<file path="src/rtl/twiddle_fetch_pkg.sv">
// Shared constants for the twiddle ROM reader: ROM geometry, sequencer state
// encodings and the butterfly count of one radix-2 stage.
package twiddle_fetch_pkg;
  localparam int TWF_ROM_AW = 6;
  localparam int TWF_ROM_DW = 16;
  localparam int TWF_N_LOG2 = 6;
  localparam int TWF_NBFLY  = 32;

  localparam logic [2:0] TWF_IDLE    = 3'd0;
  localparam logic [2:0] TWF_RD_RE   = 3'd1;
  localparam logic [2:0] TWF_RD_IM   = 3'd2;
  localparam logic [2:0] TWF_PRESENT = 3'd3;
  localparam logic [2:0] TWF_DONE    = 3'd4;
endpackage

</file>
<file path="src/rtl/twf_conj_sat.sv">
// Combinational saturating two's-complement negate; the most negative code
// maps to the most positive one instead of wrapping onto itself.
module twf_conj_sat #(
  parameter int W = 16
) (
  input  logic [W-1:0] a_i,
  output logic [W-1:0] y_o
);
  localparam logic [W-1:0] MIN_NEG = {1'b1, {(W-1){1'b0}}};

  assign y_o = (a_i == MIN_NEG) ? ~MIN_NEG : (~a_i + 1'b1);
endmodule

</file>
<file path="src/rtl/twiddle_fetch.sv">
// Twiddle ROM reader for one radix-2 DIF stage: reads re/im for each butterfly
// and hands the pair over valid/ready. Optional TWIDDLE_CONJ_EN adds i_inverse.
module twiddle_fetch
  import twiddle_fetch_pkg::*;
#(
  parameter int ROM_ADD_WIDTH  = TWF_ROM_AW,
  parameter int ROM_DATA_WIDTH = TWF_ROM_DW,
  parameter int N_LOG2         = TWF_N_LOG2
) (
  input  logic                      i_clk,
  input  logic                      i_rst_n,
  input  logic                      i_start,
  input  logic [2:0]                i_stage,
`ifdef TWIDDLE_CONJ_EN
  input  logic                      i_inverse,
`endif
  output logic                      o_busy,
  output logic                      o_done,
  output logic [ROM_ADD_WIDTH-1:0]  o_rom_address,
  output logic                      o_rom_read_en,
  output logic                      o_rom_ce,
  output logic                      o_rom_tri_output,
  input  logic [ROM_DATA_WIDTH-1:0] i_rom_data,
  output logic                      o_tw_valid,
  input  logic                      i_tw_ready,
  output logic [ROM_DATA_WIDTH-1:0] o_tw_re,
  output logic [ROM_DATA_WIDTH-1:0] o_tw_im,
  output logic [N_LOG2-2:0]         o_tw_index
);
  localparam int JW = N_LOG2 - 1;
  localparam logic [JW-1:0] J_LAST = {JW{1'b1}};

  logic [2:0]                state_q, state_d;
  logic [2:0]                stage_q, stage_d;
  logic [JW-1:0]             j_q, j_d;
  logic [ROM_DATA_WIDTH-1:0] re_q, re_d, im_q, im_d;
  logic [ROM_DATA_WIDTH-1:0] im_cap;
  logic [JW-1:0]             k;
  logic [N_LOG2-1:0]         addr;
  logic                      rd_act;

  // Shift at index width so high bits fall off: stages >= JW collapse to k = 0.
  assign k = j_q << stage_q;

`ifdef TWIDDLE_CONJ_EN
  logic                      inv_q, inv_d;
  logic [ROM_DATA_WIDTH-1:0] im_neg;

  twf_conj_sat #(.W(ROM_DATA_WIDTH)) u_conj (
    .a_i (i_rom_data),
    .y_o (im_neg)
  );

  assign im_cap = inv_q ? im_neg : i_rom_data;
`else
  assign im_cap = i_rom_data;
`endif

  always_comb begin
    state_d = state_q;
    stage_d = stage_q;
    j_d     = j_q;
    re_d    = re_q;
    im_d    = im_q;
`ifdef TWIDDLE_CONJ_EN
    inv_d   = inv_q;
`endif
    case (state_q)
      TWF_IDLE: if (i_start) begin
        state_d = TWF_RD_RE;
        stage_d = i_stage;
        j_d     = '0;
`ifdef TWIDDLE_CONJ_EN
        inv_d   = i_inverse;
`endif
      end
      TWF_RD_RE: begin
        re_d    = i_rom_data;
        state_d = TWF_RD_IM;
      end
      TWF_RD_IM: begin
        im_d    = im_cap;
        state_d = TWF_PRESENT;
      end
      TWF_PRESENT: if (i_tw_ready) begin
        if (j_q == J_LAST) begin
          state_d = TWF_DONE;
        end else begin
          j_d     = j_q + 1'b1;
          state_d = TWF_RD_RE;
        end
      end
      TWF_DONE: state_d = TWF_IDLE;
      default:  state_d = TWF_IDLE;
    endcase
  end

  always_ff @(posedge i_clk or negedge i_rst_n) begin
    if (!i_rst_n) begin
      state_q <= TWF_IDLE;
      stage_q <= '0;
      j_q     <= '0;
      re_q    <= '0;
      im_q    <= '0;
`ifdef TWIDDLE_CONJ_EN
      inv_q   <= 1'b0;
`endif
    end else begin
      state_q <= state_d;
      stage_q <= stage_d;
      j_q     <= j_d;
      re_q    <= re_d;
      im_q    <= im_d;
`ifdef TWIDDLE_CONJ_EN
      inv_q   <= inv_d;
`endif
    end
  end

  // ROM is only driven during the two read states; the bus floats otherwise.
  assign rd_act           = (state_q == TWF_RD_RE) || (state_q == TWF_RD_IM);
  assign addr             = rd_act ? {k, (state_q == TWF_RD_IM)} : '0;
  assign o_rom_address    = addr;
  assign o_rom_ce         = rd_act;
  assign o_rom_read_en    = rd_act;
  assign o_rom_tri_output = ~rd_act;

  assign o_busy     = rd_act || (state_q == TWF_PRESENT);
  assign o_done     = (state_q == TWF_DONE);
  assign o_tw_valid = (state_q == TWF_PRESENT);
  assign o_tw_re    = re_q;
  assign o_tw_im    = im_q;
  assign o_tw_index = j_q;
endmodule

</file>
<file path="config.mk">
export PLATFORM = sky130hd
export DESIGN_NAME = twiddle_fetch
export DESIGN_NICKNAME = d
export VERILOG_FILES = /design/src/rtl/twiddle_fetch_pkg.sv /design/src/rtl/twf_conj_sat.sv /design/src/rtl/twiddle_fetch.sv
export SDC_FILE = /design/constraint.sdc
export NUM_CORES = 1
export LEC_CHECK = 0
export ABC_AREA = 1
export CAP_MARGIN = 40
export CORE_MARGIN = 4
export CORE_UTILIZATION = 49
export CTS_BUF_LIST = sky130_fd_sc_hd__clkbuf_8
export CTS_CLUSTER_SIZE = 40
export DETAILED_ROUTE_END_ITERATION = 8
export MAX_ROUTING_LAYER = met4
export PLACE_DENSITY = 0.89
export SLEW_MARGIN = 10
export SYNTH_ARGS = -nofsm -noshare
export SYNTH_HDL_FRONTEND = slang
export SYNTH_SLANG_ARGS = --single-unit
</file>
<file path="constraint.sdc">
create_clock -name i_clk -period 2.42 [get_ports i_clk]
set_input_delay 0.484 -clock i_clk [delete_from_list [all_inputs] [get_ports i_clk]]
set_output_delay 0.484 -clock i_clk [all_outputs]
set_load 0.01 [all_outputs]
</file>
==> flow_metrics.tcl <==
set metrics [dict create \
    drcViolationCount 0 \
    drt_iter0_drc 95 \
    crit_chain "inv_2, nand3_1, nand2_2, nand2_1, a21oi_1, clkdlybuf4s50_1" \
    pwr-share-clk 0.157 \
    crit_start "state_q[2]$_DFFE_PN0P_" \
    wl_mm 4.506 \
    grt_start_max_net_pins 33 \
    critPathArrivalTime_ns 1.90 \
    htree_num_levels 2 \
    fin_util 0.7578 \
    synthesis.nets 251 \
    ctsRootBufferMaster "clkbuf_8" \
    power_w 0.003615 \
    max_cap_violations 0 \
    fp-row-count 22 \
    cts_buffers 5 \
    viasPerCell 4.926 \
    synth_area_per_cell_um2 8.349 \
    ir_drop_v 0.0007460 \
    dp_hpwl_mm 3.357 \
    antenna_found_initial 0 \
    num_vias 1739 \
    setup_tns_ns 0 \
    combPwrFrac 0.491 \
    antenna_cells 0 \
    reg2reg_from "o_tw_index[0]$_DFFE_PN0P_" \
    finClkSkew_ns 0.003557 \
    start_util 0.5115 \
    cp-start-kind "flip-flop" \
    critPathMaxStageDelay_ns 0.54 \
    place_ws_ns 0.2973 \
    seqPwrFrac 0.352 \
    fmax_ghz 0.4202 \
    syn_area_um2 1887 \
    clockBufferDepth 2 \
    finalSetupViolCount 0 \
    cp-end-kind "output port" \
    path_clk_slew_ns 0.08 \
    hp-class "input port to async pin" \
    ant_nets 0 \
    clk_latency_ns 0.29 \
    fin_ws_ns 0.03991 \
    final.fill_count 277 \
    drv_slew 0 \
    switching_share 0.3721 \
    min_period_over_period 0.9835 \
    syn_to_final_growth_pct 48.14 \
    clock-sinks 43 \
    crit_slowest_cell "clkdlybuf4s50_1" \
    final_nets 329 \
    fin_cells 353 \
    dieArea_um2 4908 \
    finalCriticalPeriod_ns 2.380 \
    drt-pass1-iter-count 4 \
    gp_congestion 0.9628 \
    fp.dieW_um 70.06 \
    gr-usage-all-layers 0.1951 \
    crit_path_max_fanout 8 \
    yosysWarnings 0 \
    relSlewSlack 0.7909 \
    internal-power_w 0.002270 \
    io_buffers 71 \
    die_y_um 70.06 \
    grt_pass1_vias 1700 \
    io_pins 72 \
    tightestPinTransition_ns 0.3137 \
    synthCells 226 \
    p_leak_nw 1.382 \
    final_layout_size_suffix_gt1_frac 0.07541 \
    hold_violations 0 \
    switchingPower_w 0.001345 \
    dpl.cell_count 342 \
    core_area_um2 3689 \
    wl_per_cell_um 12.76 \
    status "complete, no violations" \
    criticalPathCategory "flip-flop to output port" \
    grt_overflow 0 \
    cts_tree "done" \
    synth_cell_types 20 \
    ys_seq_area_frac 0.5703 \
    crit_required_ns 1.94 \
    grt_pass1_wl_mm 7.445 \
    yosys_register_bits 43 \
    p_per_area_nw_per_um2 1293 \
]
-- through the flow --
stage               area [um2]  hold WS, ns
finish                    2795      0.07168
global route              2795      0.09714
CTS                       2766      0.07935
detailed placement        2646       0.3945
global placement          2646       0.3941
floorplan                 1887       0.1884
-- placed cells by master (no fill, tap or decap) --
master and count:
ha_1 2, buf_2 1, clkbuf_8 6, o22ai_1 1, nor2_1 14, o21a_1 1
nor3b_1 1, nor2_2 2, nand2_2 3, bufinv_16 1, dfrtp_2 1, o211ai_1 1
inv_2 1, clkinv_2 1, dfrtp_1 42, nor3_1 2, dlymetal6s2s_1 2, inv_1 31
o21ai_1 17, nand2_1 61, clkdlybuf4s50_1 68, nand3_1 9, a21oi_1 6, o21ai_0 24
buf_4 7
-- repair_timing --
item	in CTS	in global routing
endpoints found under the setup margin	1	4
buffers inserted	0	3
gates resized for setup	1	5
hold buffers	0	0
pin swaps	0	1
-- Yosys cell counts (all sizes together) --
library cell	number	area, um2
clkbuf	1	3.750
buf	6	32.53
nand2	64	245.2
nor3	2	10.01
a21oi	6	30.03
nand3	9	45.04
ha	2	25.02
o21ai	41	205.2
o21a	1	7.510
o22ai	1	6.260
nor2	16	65.06
inv	32	120.1
nor3b	1	7.510
dfrtp	43	1076
o211ai	1	7.510
-- layout make-up --
cell class | count | area [um2] | area share
Sequential cell | 43 | 1077 | 0.3854
Timing Repair Buffer | 78 | 763.2 | 0.2731
Multi-Input combinational cell | 144 | 656.9 | 0.2350
Inverter | 32 | 120.1 | 0.04297
Clock buffer | 6 | 82.58 | 0.02954
Tap cell | 48 | 60.06 | 0.02149
Clock inverter | 2 | 35.03 | 0.01253
-- power groups by stage --
stage,clock network (W),logic [W],registers [W]
global route,0.000610,0.00195,0.00132
floorplan,0,0.000714,0.00138
detailed placement,0,0.00175,0.00127
CTS,0.000572,0.00176,0.00127
global placement,0,0.00171,0.00127
finish,0.000566,0.00178,0.00127
-- path summary, 6_finish.rpt --
kind	end	slack, ns	cells after the start
worst min register to register	o_tw_im[13]$_DFFE_PN0P_	0.49	2
worst max-delay path	o_rom_address[4]	0.04	6
worst min-delay path	o_tw_index[3]$_DFFE_PN0P_	0.07	1
worst max register to register	o_tw_index[4]$_DFFE_PN0P_	0.76	9
min in group i_clk	o_tw_im[13]$_DFFE_PN0P_	0.49	2
max in group asynchronous	o_tw_re[0]$_DFFE_PN0P_	1.79	2
-- cells by family after synthesis --
kind of cell	share of synthesized area
AND/OR/NAND/NOR	0.1976
AO/OA/AOI/OAI	0.1359
flip-flops	0.5703
buffers and inverters	0.08289
adder cells (fa/ha/maj)	0.01326
-- sequential cells by signal, indices dropped and copies added (netlist names) --
register,count
state_q,3
o_tw_re,16
o_tw_im,16
o_tw_index,5
stage_q,3
-- routing by layer --
layer  vias up  GRT usage  routed length, um
li1        868          -                  -
met1       790     0.2326               1959
met2        72     0.3106               2097
met3         9    0.07770                384
met4         0    0.04894                 66
met5         -          -                  0
-- critical path, delay by kind of cell (launching register included) --
kind                   cells  cell delay [ns]
buffers and inverters      2             0.67
and+or+nand+nor            3             0.39
DFF                        1             0.43
AOI/OAI and AO/OA          1             0.12
(Power assumes the default switching activity.)
